File: src/rtl/uart_dmi_pkg.sv
// Shared types and encodings for the UART-to-DMI command deframer.
package uart_dmi_pkg;

  typedef enum logic [1:0] {
    ST_IDLE,
    ST_ADDR,
    ST_DATA,
    ST_ISSUE
  } state_e;

  localparam logic [7:0] CMD_READ     = 8'h01;
  localparam logic [7:0] CMD_WRITE    = 8'h02;

  localparam logic [1:0] DMI_OP_READ  = 2'd1;
  localparam logic [1:0] DMI_OP_WRITE = 2'd2;

  function automatic logic cmd_valid(input logic [7:0] b);
    return (b == CMD_READ) || (b == CMD_WRITE);
  endfunction

endpackage

File: src/rtl/uart_dmi_deframer.sv
// Assembles UART command bytes into DMI read/write requests with a valid/ready
// handshake; flags bad opcodes, inter-byte timeouts and overruns.
module uart_dmi_deframer
  import uart_dmi_pkg::*;
#(
  parameter int unsigned CLK_RATE      = 100 * 10**6,
  parameter int unsigned BAUD_RATE     = 115200,
  parameter int unsigned TIMEOUT_BYTES = 4,
  parameter int unsigned ADDR_WIDTH    = 7,
  parameter int unsigned DATA_WIDTH    = 32
) (
  input  logic                  CLK_I,
  input  logic                  RST_NI,
  input  logic                  RX_DONE_I,
  input  logic [7:0]            DATA_I,
  output logic                  REQ_VALID_O,
  input  logic                  REQ_READY_I,
  output logic [1:0]            REQ_OP_O,
  output logic [ADDR_WIDTH-1:0] REQ_ADDR_O,
  output logic [DATA_WIDTH-1:0] REQ_DATA_O,
  output logic                  ERR_OPCODE_O,
  output logic                  ERR_TIMEOUT_O,
  output logic                  ERR_OVERRUN_O
);

  localparam int unsigned TMO   = TIMEOUT_BYTES * 10 * (CLK_RATE / BAUD_RATE);
  localparam int unsigned CNT_W = $clog2(TMO + 1);
  localparam logic [CNT_W-1:0] TMO_CNT = CNT_W'(TMO);

  state_e                state, state_next;
  logic [CNT_W-1:0]      tmo_cnt;
  logic [1:0]            idx;
  logic [1:0]            op_q;
  logic [ADDR_WIDTH-1:0] addr_q;
  logic [DATA_WIDTH-1:0] data_q;
  logic                  err_opcode_q, err_timeout_q, err_overrun_q;

  logic in_frame, tmo_hit, take_cmd;
  logic err_opcode_d, err_timeout_d, err_overrun_d;

  always_ff @(posedge CLK_I or negedge RST_NI) begin
    if (!RST_NI) state <= ST_IDLE;
    else         state <= state_next;
  end

  always_comb begin
    state_next    = state;
    take_cmd      = 1'b0;
    err_opcode_d  = 1'b0;
    err_timeout_d = 1'b0;
    err_overrun_d = 1'b0;
    in_frame      = (state == ST_ADDR) || (state == ST_DATA);
    // A strobe landing on the expiry cycle wins over the timeout.
    tmo_hit       = in_frame && !RX_DONE_I && (tmo_cnt == TMO_CNT);

    case (state)
      ST_IDLE:  take_cmd = RX_DONE_I;
      ST_ADDR:  if (RX_DONE_I) state_next = (op_q == DMI_OP_READ) ? ST_ISSUE : ST_DATA;
      ST_DATA:  if (RX_DONE_I && idx == 2'd3) state_next = ST_ISSUE;
      ST_ISSUE: begin
        if (REQ_READY_I) begin
          state_next = ST_IDLE;
          take_cmd   = RX_DONE_I;
        end else begin
          err_overrun_d = RX_DONE_I;
        end
      end
      default:  state_next = ST_IDLE;
    endcase

    if (take_cmd) begin
      if (cmd_valid(DATA_I)) state_next   = ST_ADDR;
      else                   err_opcode_d = 1'b1;
    end

    if (tmo_hit) begin
      state_next    = ST_IDLE;
      err_timeout_d = 1'b1;
    end
  end

  always_ff @(posedge CLK_I or negedge RST_NI) begin
    if (!RST_NI) begin
      tmo_cnt       <= '0;
      idx           <= '0;
      op_q          <= '0;
      addr_q        <= '0;
      data_q        <= '0;
      err_opcode_q  <= 1'b0;
      err_timeout_q <= 1'b0;
      err_overrun_q <= 1'b0;
    end else begin
      err_opcode_q  <= err_opcode_d;
      err_timeout_q <= err_timeout_d;
      err_overrun_q <= err_overrun_d;

      if (!in_frame || RX_DONE_I || tmo_hit) tmo_cnt <= '0;
      else                                   tmo_cnt <= tmo_cnt + CNT_W'(1);

      if (take_cmd && cmd_valid(DATA_I))
        op_q <= (DATA_I == CMD_READ) ? DMI_OP_READ : DMI_OP_WRITE;

      if (state == ST_ADDR && RX_DONE_I) begin
        addr_q <= DATA_I[ADDR_WIDTH-1:0];
        if (op_q == DMI_OP_READ) data_q <= '0;
        else                     idx    <= '0;
      end

      if (state == ST_DATA && RX_DONE_I) begin
        data_q[{idx, 3'b000} +: 8] <= DATA_I;
        idx                        <= idx + 2'd1;
      end
    end
  end

  assign REQ_VALID_O   = (state == ST_ISSUE);
  assign REQ_OP_O      = op_q;
  assign REQ_ADDR_O    = addr_q;
  assign REQ_DATA_O    = data_q;
  assign ERR_OPCODE_O  = err_opcode_q;
  assign ERR_TIMEOUT_O = err_timeout_q;
  assign ERR_OVERRUN_O = err_overrun_q;

endmodule

File: config.mk
export PLATFORM = sky130hd
export DESIGN_NAME = uart_dmi_deframer
export DESIGN_NICKNAME = d
export VERILOG_FILES = /design/src/rtl/uart_dmi_pkg.sv /design/src/rtl/uart_dmi_deframer.sv
export SDC_FILE = /design/constraint.sdc
export NUM_CORES = 1
export LEC_CHECK = 0
export BUFFER_PORTS_ARGS = -buffer_cell sky130_fd_sc_hd__buf_2
export CAP_MARGIN = 20
export CORE_ASPECT_RATIO = 0.8
export CORE_MARGIN = 5
export CORE_UTILIZATION = 57
export CTS_BUF_LIST = sky130_fd_sc_hd__clkbuf_4 sky130_fd_sc_hd__clkbuf_8
export CTS_CLUSTER_SIZE = 40
export DETAILED_ROUTE_END_ITERATION = 6
export PLACE_DENSITY = 0.82
export SLEW_MARGIN = 20
export SYNTH_ARGS = -nofsm -noshare
export SYNTH_HDL_FRONTEND = slang
export SYNTH_SLANG_ARGS = --single-unit
File: constraint.sdc
create_clock -name CLK_I -period 2.3 [get_ports CLK_I]
set_input_delay 0.115 -clock CLK_I [delete_from_list [all_inputs] [get_ports CLK_I]]
set_output_delay 0.115 -clock CLK_I [all_outputs]
set_load 0.02 [all_outputs]
* Word level (Yosys, flattened, before mapping)
Index checks and enable logic that the tools add are counted.
** Storage, ports and cells
- ROM bits :: 0
- Word-level logic and storage cells :: 62
- Memories :: 0
- Latch bits :: 0
- Output and inout bits :: 45
- Bits in registers :: 64
- Bits of input ports :: 12
- Bits in writable memories :: 0
** Cells by class
- Reductions and logical operators :: 15
- Order comparisons :: 0
- Muxes and demuxes :: 24
- Add/subtract/negate cells :: 3
- Divide/modulo/power cells :: 0
- Shift operators :: 2
- Equality and inequality tests :: 9
- Bitwise gates (word level) :: 0
- $mul :: 0
** Operator list (count)
- 2-to-1 mux 32 bit :: 3
- bitwise mux 32 bit :: 1
- variable shift 8 x 7 -> 32 bit, first input constant :: 1
- variable part select 8 x 7 -> 32 bit :: 1
- 2-to-1 mux 2 bit :: 10
- adder 16 x 1 -> 16 bit, second input constant :: 1
- equality test 16 bit, second input constant :: 1
- 2-to-1 mux 16 bit :: 1
- equality test 8 x 1 -> 1 bit, second input constant :: 1
- equality test 8 x 2 -> 1 bit, second input constant :: 1
- 2-to-1 mux 1 bit :: 7
- negation 5 -> 7 bit :: 1
- equality test 2 bit, second input constant :: 3
- logical AND 1 bit :: 6
- one-hot mux 2 bit (3 select lines) :: 1
- equality test 2 x 1 -> 1 bit, second input constant :: 2
- logical OR 1 bit :: 4
- adder 2 x 1 -> 2 bit, second input constant :: 1
- zero test 1 bit :: 2
- zero test 2 bit :: 1
- inequality test 2 x 1 -> 1 bit, second input constant :: 1
- one-hot mux 1 bit (2 select lines) :: 1
- AND reduction 2 bit :: 1
- nonzero test 2 bit :: 1

* Longest topological paths before layout
Gate-level depths: netlist of run 1.
- Depth in word-level cells :: 7
- Gate-level depth with buffers :: 8

* Worst setup path after synthesis of run 1
OpenSTA, ideal clock, no wires.
- Path kind :: reg-to-reg
- From :: register tmo_cnt[3]
- To :: register tmo_cnt[10]
- Data arrival time :: 1769 ps
- Setup time :: 119 ps
- Path buffers :: 1
- Period minus slack after synthesis :: 1888 ps
- Path slack :: 412 ps
- Stages on the path, launching flop included :: 6
- Cell sequence :: dfrtp_1 -> or4b_1 -> or4_4 -> nand3_2 -> buf_6 -> nor2_1
** On the way
- Cells in the longest elaborated chain, start to end :: 4
- Elaborated cells between the ends (all ways) :: 5
- Classes of those cells :: add/sub: 1; eq/ne: 1; mux: 1; reduce/logical: 2
** Ends and longest elaborated chain
- start: declaration :: RTL line uart_dmi_deframer.sv:31 : logic [CNT_W-1:0] tmo_cnt;
- start signal: assignment :: RTL line uart_dmi_deframer.sv:98 : else tmo_cnt <= tmo_cnt + CNT_W'(1);
- branches (longest 3 deep; another with adder 16 x 1 -> 16 bit)
- 2-to-1 mux 16 bit * :: RTL line uart_dmi_deframer.sv:97 : if (!in_frame || RX_DONE_I || tmo_hit) tmo_cnt <= '0;
Mark *: on every way between the ends.
A chain may end at the register's enable or synchronous reset.

* Final worst setup path of run 1
- From :: register tmo_cnt[3]
- To :: register tmo_cnt[2]
** On the way
- Cells in the longest elaborated chain, start to end :: 4
** Ends and longest elaborated chain
- equality test 16 bit :: RTL line uart_dmi_deframer.sv:54 : tmo_hit = in_frame && !RX_DONE_I && (tmo_cnt == TMO_CNT);
- logical AND 1 bit :: RTL line uart_dmi_deframer.sv:54
- logical OR 1 bit :: RTL line uart_dmi_deframer.sv:97
- 2-to-1 mux 16 bit :: RTL line uart_dmi_deframer.sv:97
Every way passes these cells.

==> impl_results.md, run 1 <==
- FILL cells: 361
- Clock Sinks: 64
- Die height: 73.5 µm
- Compound-cell area share of the yosys netlist: 13.5%
- Final GP Congestion: 0.851
- Design Area, Final: 3470 µm²
- Detailed Routing Iterations Pass 1: 5
- Hold_sp: DATA_I[7]
- Hold Path Sink: REQ_DATA_O[31]$_DFF_PN0_
- Total Power: 0.00265 W
- Area Growth Syn to Fin: 20.8%
- Setup CP Type: reg -> reg
- RSZ-0062 raised after global routing: no
- Initial antenna violation count: 0
- # IOs: 57
- DRT iter0 DRCs: 150
- Mapped cell area: 2870 µm²
- Total wire length: 6.72 mm
- CP max stage cell: or4_4
- Core box area: 4950 µm²
- Post-CTS setup buffers: 0
- Final setup viols: 0
- Total global routing overflow: 0
- Fin nets: 338
- Port Buf Inserts: 56
- Maximum clock frequency: 496 MHz
- Diode count: 0
- Max FO, Critical Path: 16
- Fin. Hold Viols: 0
- Cell Pwr Density: 764 nW/µm²
- Average cell area after synthesis: 11.7 µm²
- Reg2reg start: tmo_cnt[3]$_DFF_PN0_
- CP max stage delay: 0.55 ns
- First-pass GRT wire length: 11.1 mm
- Max Slew Vio Count: 0
- Reg-to-Reg End: tmo_cnt[2]$_DFF_PN0_
- Clock buffer count from CTS: 9
- Clk root buf: clkbuf_8
- Tmin final: 2.02 ns
- Mux cell area share after synthesis: 2.35%
- Hold depth: 2
- Pleak: 1.71 nW
- Critical path startpoint category: flip-flop
- Max_slew headroom: 60.3%
- Run status: completed
- Register area share after synthesis: 55.8%
- Initial Util: 58.0%
- Synth Area in XOR/XNOR: 4.58%
- Wire length on met1: 3.05 mm
- Synth Area in Simple Gates: 15.9%
- Min Hold Slack: 0.0783 ns
- Dpl hpwl: 4.72 mm
- Synth Instances: 246
- Worst Path Required: 2.51 ns
- Clk_lat worst skew: 0.33 ns
- Setup TNS: 0 ns
- CP arrival: 2.22 ns
- Area share of fa/ha/maj cells after synthesis: 5.23%
- Total track usage: 22.8%
- Actual slew at the worst max-slew pin: 0.595 ns
- Routed met2 length: 3.15 mm
- Post-DP Area: 3260 µm²
- Die ar.: 6570 µm²
- Register bit count reported by yosys: 64
- Largest net degree at the start of global routing: 42
- Worst Hold Class: in -> reg
- Peak VDD IR: 0.000707 V
- R2R depth: 4
- Commonest cells after routing, fill and taps aside: 64 x dfrtp_1, 56 x buf_2, 32 x a22o_1
- CTS tree: built
- DRC: 0
- Met3 Routed Length: 458 µm
- H-tree levels: 3
- Dpl ws: 0.304 ns
- Post-Route Skew: 0.00811 ns
- WL/cell: 17.6 µm
- Worst path cell trace: or4b_1 -> or4_4 -> nand3_2 -> nor2_1
- Clk pin slew, worst setup/hold paths: 0.07 ns
- Synth Net Count: 270
- Post-synth cell types: 39
- Die width: 89.4 µm
- Top sig layer: met4
- Antenna viol nets, final: 0
- Most common cell after layout, fill and taps aside: dfrtp_1
- Crit path capture type: flip-flop
- YS warnings: 0
- Clock buffer depth: 2
- Final worst-path cycle share: 87.7%
- Layout cell share with drive strength beyond 1: 28.2%
- Max-Cap Viols: 0
- Largest family of logic cells by synthesized area: simple AND/OR/NAND/NOR gates
- Flop2flop setup slack: 0.28 ns
- Final worst setup slack: 0.284 ns
- Vias: 2,199
- Row count: 23
- Via density: 5.77
- Vias in the first global route: 2,217
## flip-flops by register name, summed over array words and instances (netlist names)
name           count
ERR_OPCODE_O       1
state              2
REQ_ADDR_O         7
ERR_OVERRUN_O      1
ERR_TIMEOUT_O      1
tmo_cnt           16
REQ_DATA_O        32
REQ_OP_O           2
idx                2
## layer usage
metal	vias up	GRT usage, %
met3	7	6.17
li1	1018	-
met4	0	7.93
met2	73	32.6
met5	-	0
met1	1101	33.4
## layout make-up
| class | instances | area [µm²] | area share [%] |
|---|---|---|---|
| repair buffers | 63 | 348 | 10.0 |
| inverters | 13 | 48.8 | 1.41 |
| clock buffers | 11 | 145 | 4.18 |
| well taps | 62 | 77.6 | 2.24 |
| clock inverters | 5 | 56.3 | 1.62 |
| multi-input cells | 163 | 1190 | 34.3 |
| flip-flops and latches | 64 | 1600 | 46.2 |
## cell families after synthesis
family                     after synthesis
AOI/OAI and AO/OA                       46
xor gates and xnor gates                15
adders and majority gates               12
buffers and inverters                   19
DFF                                     64
muxes                                    6
and+or+nand+nor                         84
## worst max-delay path by stage
stage               slack (ns)                     to                 start  cells after the start
CTS                       0.28   tmo_cnt[3]$_DFF_PN0_  tmo_cnt[3]$_DFF_PN0_                      4
finish                    0.28   tmo_cnt[2]$_DFF_PN0_  tmo_cnt[3]$_DFF_PN0_                      4
floorplan                 0.41  tmo_cnt[10]$_DFF_PN0_  tmo_cnt[3]$_DFF_PN0_                      5
global route              0.19  tmo_cnt[11]$_DFF_PN0_  tmo_cnt[3]$_DFF_PN0_                      4
global placement          0.35   tmo_cnt[4]$_DFF_PN0_  tmo_cnt[3]$_DFF_PN0_                      4
detailed placement        0.30   tmo_cnt[2]$_DFF_PN0_  tmo_cnt[3]$_DFF_PN0_                      4
## stage by stage
step	utilization (%)	cells
3_5_place_dp	65.8	364
4_1_cts	70.1	381
6_report	70.1	381
3_3_place_gp	65.8	364
5_1_grt	70.1	381
2_1_floorplan	-	246
## where the power goes
group / leakage (nW) / switching, W / internal, W
sequential: 0.872 / 0.0000535 / 0.00121
clock: 0.103 / 0.000426 / 0.000540
combinational: 0.731 / 0.000258 / 0.000163
## Yosys cell counts
| cell | count | area share, % |
|---|---|---|
| inv_1 | 13 | 1.7 |
| or4_4 | 1 | 0.39 |
| nor2b_1 | 4 | 0.87 |
| a221oi_1 | 1 | 0.31 |
| nand3_1 | 9 | 1.6 |
| buf_6 | 1 | 0.39 |
| or4b_1 | 1 | 0.35 |
| o21a_1 | 1 | 0.26 |
| or3_1 | 1 | 0.22 |
| ha_1 | 12 | 5.2 |
| mux2_2 | 6 | 2.4 |
| o211a_1 | 1 | 0.35 |
| a22o_1 | 32 | 9.8 |
| and3_1 | 1 | 0.22 |
| a21oi_1 | 1 | 0.17 |
| a2bb2oi_1 | 1 | 0.31 |
| buf_1 | 1 | 0.13 |
| o41ai_1 | 1 | 0.31 |
| o22a_1 | 1 | 0.31 |
| dfrtp_1 | 64 | 56 |
| a21o_1 | 1 | 0.26 |
| nand2b_1 | 1 | 0.22 |
| or4_1 | 1 | 0.26 |
| clkbuf_1 | 4 | 0.52 |
| nand2_1 | 16 | 2.1 |
| o221a_2 | 1 | 0.39 |
| nand4_1 | 5 | 1.1 |
| nand3b_1 | 3 | 0.78 |
| xor2_1 | 2 | 0.61 |
| and2_1 | 2 | 0.44 |
| xnor2_1 | 13 | 4.0 |
| nor3_1 | 5 | 0.87 |
| nor3b_4 | 1 | 0.65 |
| nor2_1 | 24 | 3.1 |
| o2bb2a_1 | 1 | 0.35 |
| nor4_1 | 6 | 1.3 |
| nand3_2 | 1 | 0.35 |
| o21ai_0 | 4 | 0.70 |
| nor4b_2 | 2 | 1.0 |
## worst max-delay path, delay by kind of cell, from the launching register on
kind,cells,cell delay (ns)
flip-flops,1,0.43
AND/OR/NAND/NOR,4,1.45
## repair_timing
item / CTS / global route
hold buffers: 1 / 0
hold endpoints to repair: 23 / 0
endpoints found under the setup margin: 0 / 0
gates resized for setup: 0 / 0
(Power assumes the default switching activity.)
==> run 2, diff against run 1 <==
--- a/config.mk
+++ b/config.mk
@@ -9,11 +9,11 @@
 export CAP_MARGIN = 20
 export CORE_ASPECT_RATIO = 0.8
 export CORE_MARGIN = 5
-export CORE_UTILIZATION = 57
+export CORE_UTILIZATION = 51
 export CTS_BUF_LIST = sky130_fd_sc_hd__clkbuf_4 sky130_fd_sc_hd__clkbuf_8
 export CTS_CLUSTER_SIZE = 40
 export DETAILED_ROUTE_END_ITERATION = 6
-export PLACE_DENSITY = 0.82
+export PLACE_DENSITY = 0.78
 export SLEW_MARGIN = 20
 export SYNTH_ARGS = -nofsm -noshare
 export SYNTH_HDL_FRONTEND = slang
==> constraint.sdc (replaced) <==
create_clock -name CLK_I -period 1.8 [get_ports CLK_I]
set_input_delay 0.09 -clock CLK_I [delete_from_list [all_inputs] [get_ports CLK_I]]
set_output_delay 0.09 -clock CLK_I [all_outputs]
set_load 0.02 [all_outputs]
==> run 2 against run 1 <==
Compared with the run above:
- the flow now finishes with violations (negative setup slack)
- register-to-register slack got worse by 0.38 ns
- clock power grew 31%
- sequential power is 27% higher
- via count rose by 2.3%
- combinational power is 37% higher
- first-iteration DRC count shrank 11%
- sequential share of layout area shrank 3.0 points
- global-route usage shrank 3.6 points
- fmax increased by 6.1%
- die area increased by 10%
- clock skew increased by 0.0036 ns
- utilization is 2.2 points lower
==> impl_results.md, run 2 (synthesized netlist as in run 1, its figures left out) <==
- Run status: finished, violations left
- Failing checks: negative setup slack
- Largest register FFs: 32 (unchanged)
- CP arrival: 2.12 ns (-0.10 ns)
- Area Growth Syn to Fin: 29.2%
- Pleak: 1.82 nW (+6.9%)
- Final worst setup slack: -0.101 ns (-0.384 ns)
- Clock Sinks: 64 (unchanged)
- Final worst-path cycle share: 106% (+18 points)
- DRC: 0 (unchanged)
- Vias in the first global route: 2,145 (-3.2%)
- Maximum clock frequency: 526 MHz (+6.1%)
- Via density: 5.37 (-7.0%)
- Total wire length: 6.64 mm (-1.2%)
- Min Hold Slack: 0.0456 ns (-0.0327 ns)
- CTS tree: built
- Detailed Routing Iterations Pass 1: 4 (-1)
- Port Buf Inserts: 56 (unchanged)
- Worst Hold Class: in -> reg
- Cell mode on critical path: or4_4
- Layout cell share with drive strength beyond 1: 34.3% (+6.1 points)
- CP bufs+invs: 0 (unchanged)
- # IOs: 57 (unchanged)
- Core box area: 5470 µm² (+10%)
- Placed Cells: 397 (+9.1%)
- Design Area, Final: 3710 µm² (+7.0%)
- Final setup viols: 19 (+19)
- Initial Util: 52.5% (-5.5 points)
- Total global routing overflow: 0 (unchanged)
- Row count: 24 (+4.3%)
- Max FO, Critical Path: 3 (-13)
- Peak VDD IR: 0.000595 V (-16%)
- Diode count: 0 (unchanged)
- Die width: 93.9 µm (+5.1%)
- Die height: 77.1 µm (+4.9%)
- H-tree levels: 3 (unchanged)
- Critical path startpoint category: flip-flop
- Fin. Hold Viols: 0 (unchanged)
- Max_slew headroom: 58.4% (-1.9 points)
- CP max stage delay: 0.57 ns (+0.02 ns)
- CP max stage cell: or4_4
- Clk root buf: clkbuf_8
- Post-Route Skew: 0.0117 ns (+0.00357 ns)
- Max Slew Vio Count: 0 (unchanged)
- Worst Path Required: 2.02 ns (-0.49 ns)
- Vias: 2,249 (+2.3%)
- Post-route non-filler standard cell count: 419 (+10%)
- Clock buffer count from CTS: 9 (unchanged)
- Post-DP Area: 3430 µm² (+5.3%)
- Clk pin slew, worst setup/hold paths: 0.08 ns (about the same)
- Delay-heaviest family, CP: simple AND/OR/NAND/NOR gates
- First-pass GRT wire length: 10.9 mm (-1.8%)
- Most common cell after layout, fill and taps aside: dfrtp_1
- Tmin final: 1.90 ns (-0.116 ns)
- Worst path cell trace: or4_4 -> or4_4 -> nor3b_4 -> nor4_1
- FILL cells: 440 (+22%)
- Fin nets: 360 (+6.5%)
- Dpl hpwl: 4.71 mm (-0.25%)
- Die ar.: 7240 µm² (+10%)
- Crit path capture type: flip-flop
- Commonest cells after routing, fill and taps aside: 64 x dfrtp_1, 56 x buf_2, 32 x a22o_1
- Setup CP Type: reg -> reg
- Initial antenna violation count: 0 (unchanged)
- Clk_lat worst skew: 0.35 ns (+0.02 ns)
- Final GP Congestion: 0.813 (-4.5%)
- Cell Pwr Density: 929 nW/µm² (+22%)
- Total track usage: 19.2% (-3.6 points)
- Actual slew at the worst max-slew pin: 0.618 ns (+0.0230 ns)
- Largest net degree at the start of global routing: 65 (+55%)
- DRT iter0 DRCs: 133 (-11%)
- RSZ-0062 raised after global routing: yes
- Max-Cap Viols: 0 (unchanged)
- Clock buffer depth: 2 (unchanged)
- Setup TNS: -1.42 ns (-1.42 ns)
- Antenna viol nets, final: 0 (unchanged)
- WL/cell: 15.8 µm (-10%)
run 2: changes by cell type in the layout (fill, tap and decap cells not counted), sizes merged:
cell      delta
buf         +22
clkbuf       -1
clkinv       -1
clkinvlp     +1
inv          +1
run 2: repair_timing:
| action | CTS | global route |
|---|---|---|
| gates resized for setup | 1 | 5 |
| buffers inserted | 0 | 5 |
| hold buffers | 1 | 0 |
| pin swaps | 4 | 2 |
| endpoints found under the setup margin | 27 | 34 |
| hold endpoints to repair | 64 | 0 |
run 2: per-stage QoR:
step / util, % / worst slack, ns / total power, W
after CTS: 66.7 / -0.120 / 0.00346
final: 67.9 / -0.101 / 0.00345
after global routing: 67.9 / -0.159 / 0.00361
after global placement: 62.8 / -0.0436 / 0.00218
after detailed placement: 62.8 / -0.102 / 0.00219
after floorplan: - / -0.0532 / 0.00196
run 2: layout make-up:
cell class,count,area [µm²],share of cell area (%)
Tap cell,78,97.6,2.63
Timing Repair Buffer,85,526,14.2
Clock buffer,10,138,3.71
Inverter,13,48.8,1.32
Clock inverter,6,67.6,1.82
Sequential cell,64,1600,43.2
Multi-Input combinational cell,163,1230,33.2
run 2: final timing paths:
path                                              to  slack (ns)  cells past startpoint                       from
setup / recovery                  state[1]$_DFF_PN0_       -0.10                      4       tmo_cnt[6]$_DFF_PN0_
max in group asynchronous      tmo_cnt[10]$_DFF_PN0_        1.24                      3                     RST_NI
hold reg to reg            REQ_ADDR_O[0]$_DFFE_PN0P_        0.49                      2  REQ_ADDR_O[0]$_DFFE_PN0P_
setup reg to reg                  state[1]$_DFF_PN0_       -0.10                      4       tmo_cnt[6]$_DFF_PN0_
hold / removal              REQ_DATA_O[21]$_DFF_PN0_        0.05                      2                  DATA_I[5]
min in group asynchronous    ERR_OVERRUN_O$_DFF_PN0_        0.27                      3                     RST_NI
run 2: where the power goes:
part	leakage, nW	switching (W)	internal [W]
clock network	0.0989	0.000586	0.000681
registers	0.872	0.0000567	0.00155
logic	0.853	0.000342	0.000236
run 2: worst register-to-register path: cells and delay by family (launching register included):
family	cells	cell delay [ns]
flip-flops	1	0.38
AND/OR/NAND/NOR	4	1.40
run 2: layer usage:
metal | track usage, % | vias to the layer above | share of wire (%)
li1 | - | 1066 | -
met1 | 25.1 | 1089 | 44
met2 | 30.0 | 83 | 47
met3 | 6.07 | 11 | 6.8
met4 | 6.78 | 0 | 2.0
met5 | 0 | - | 0
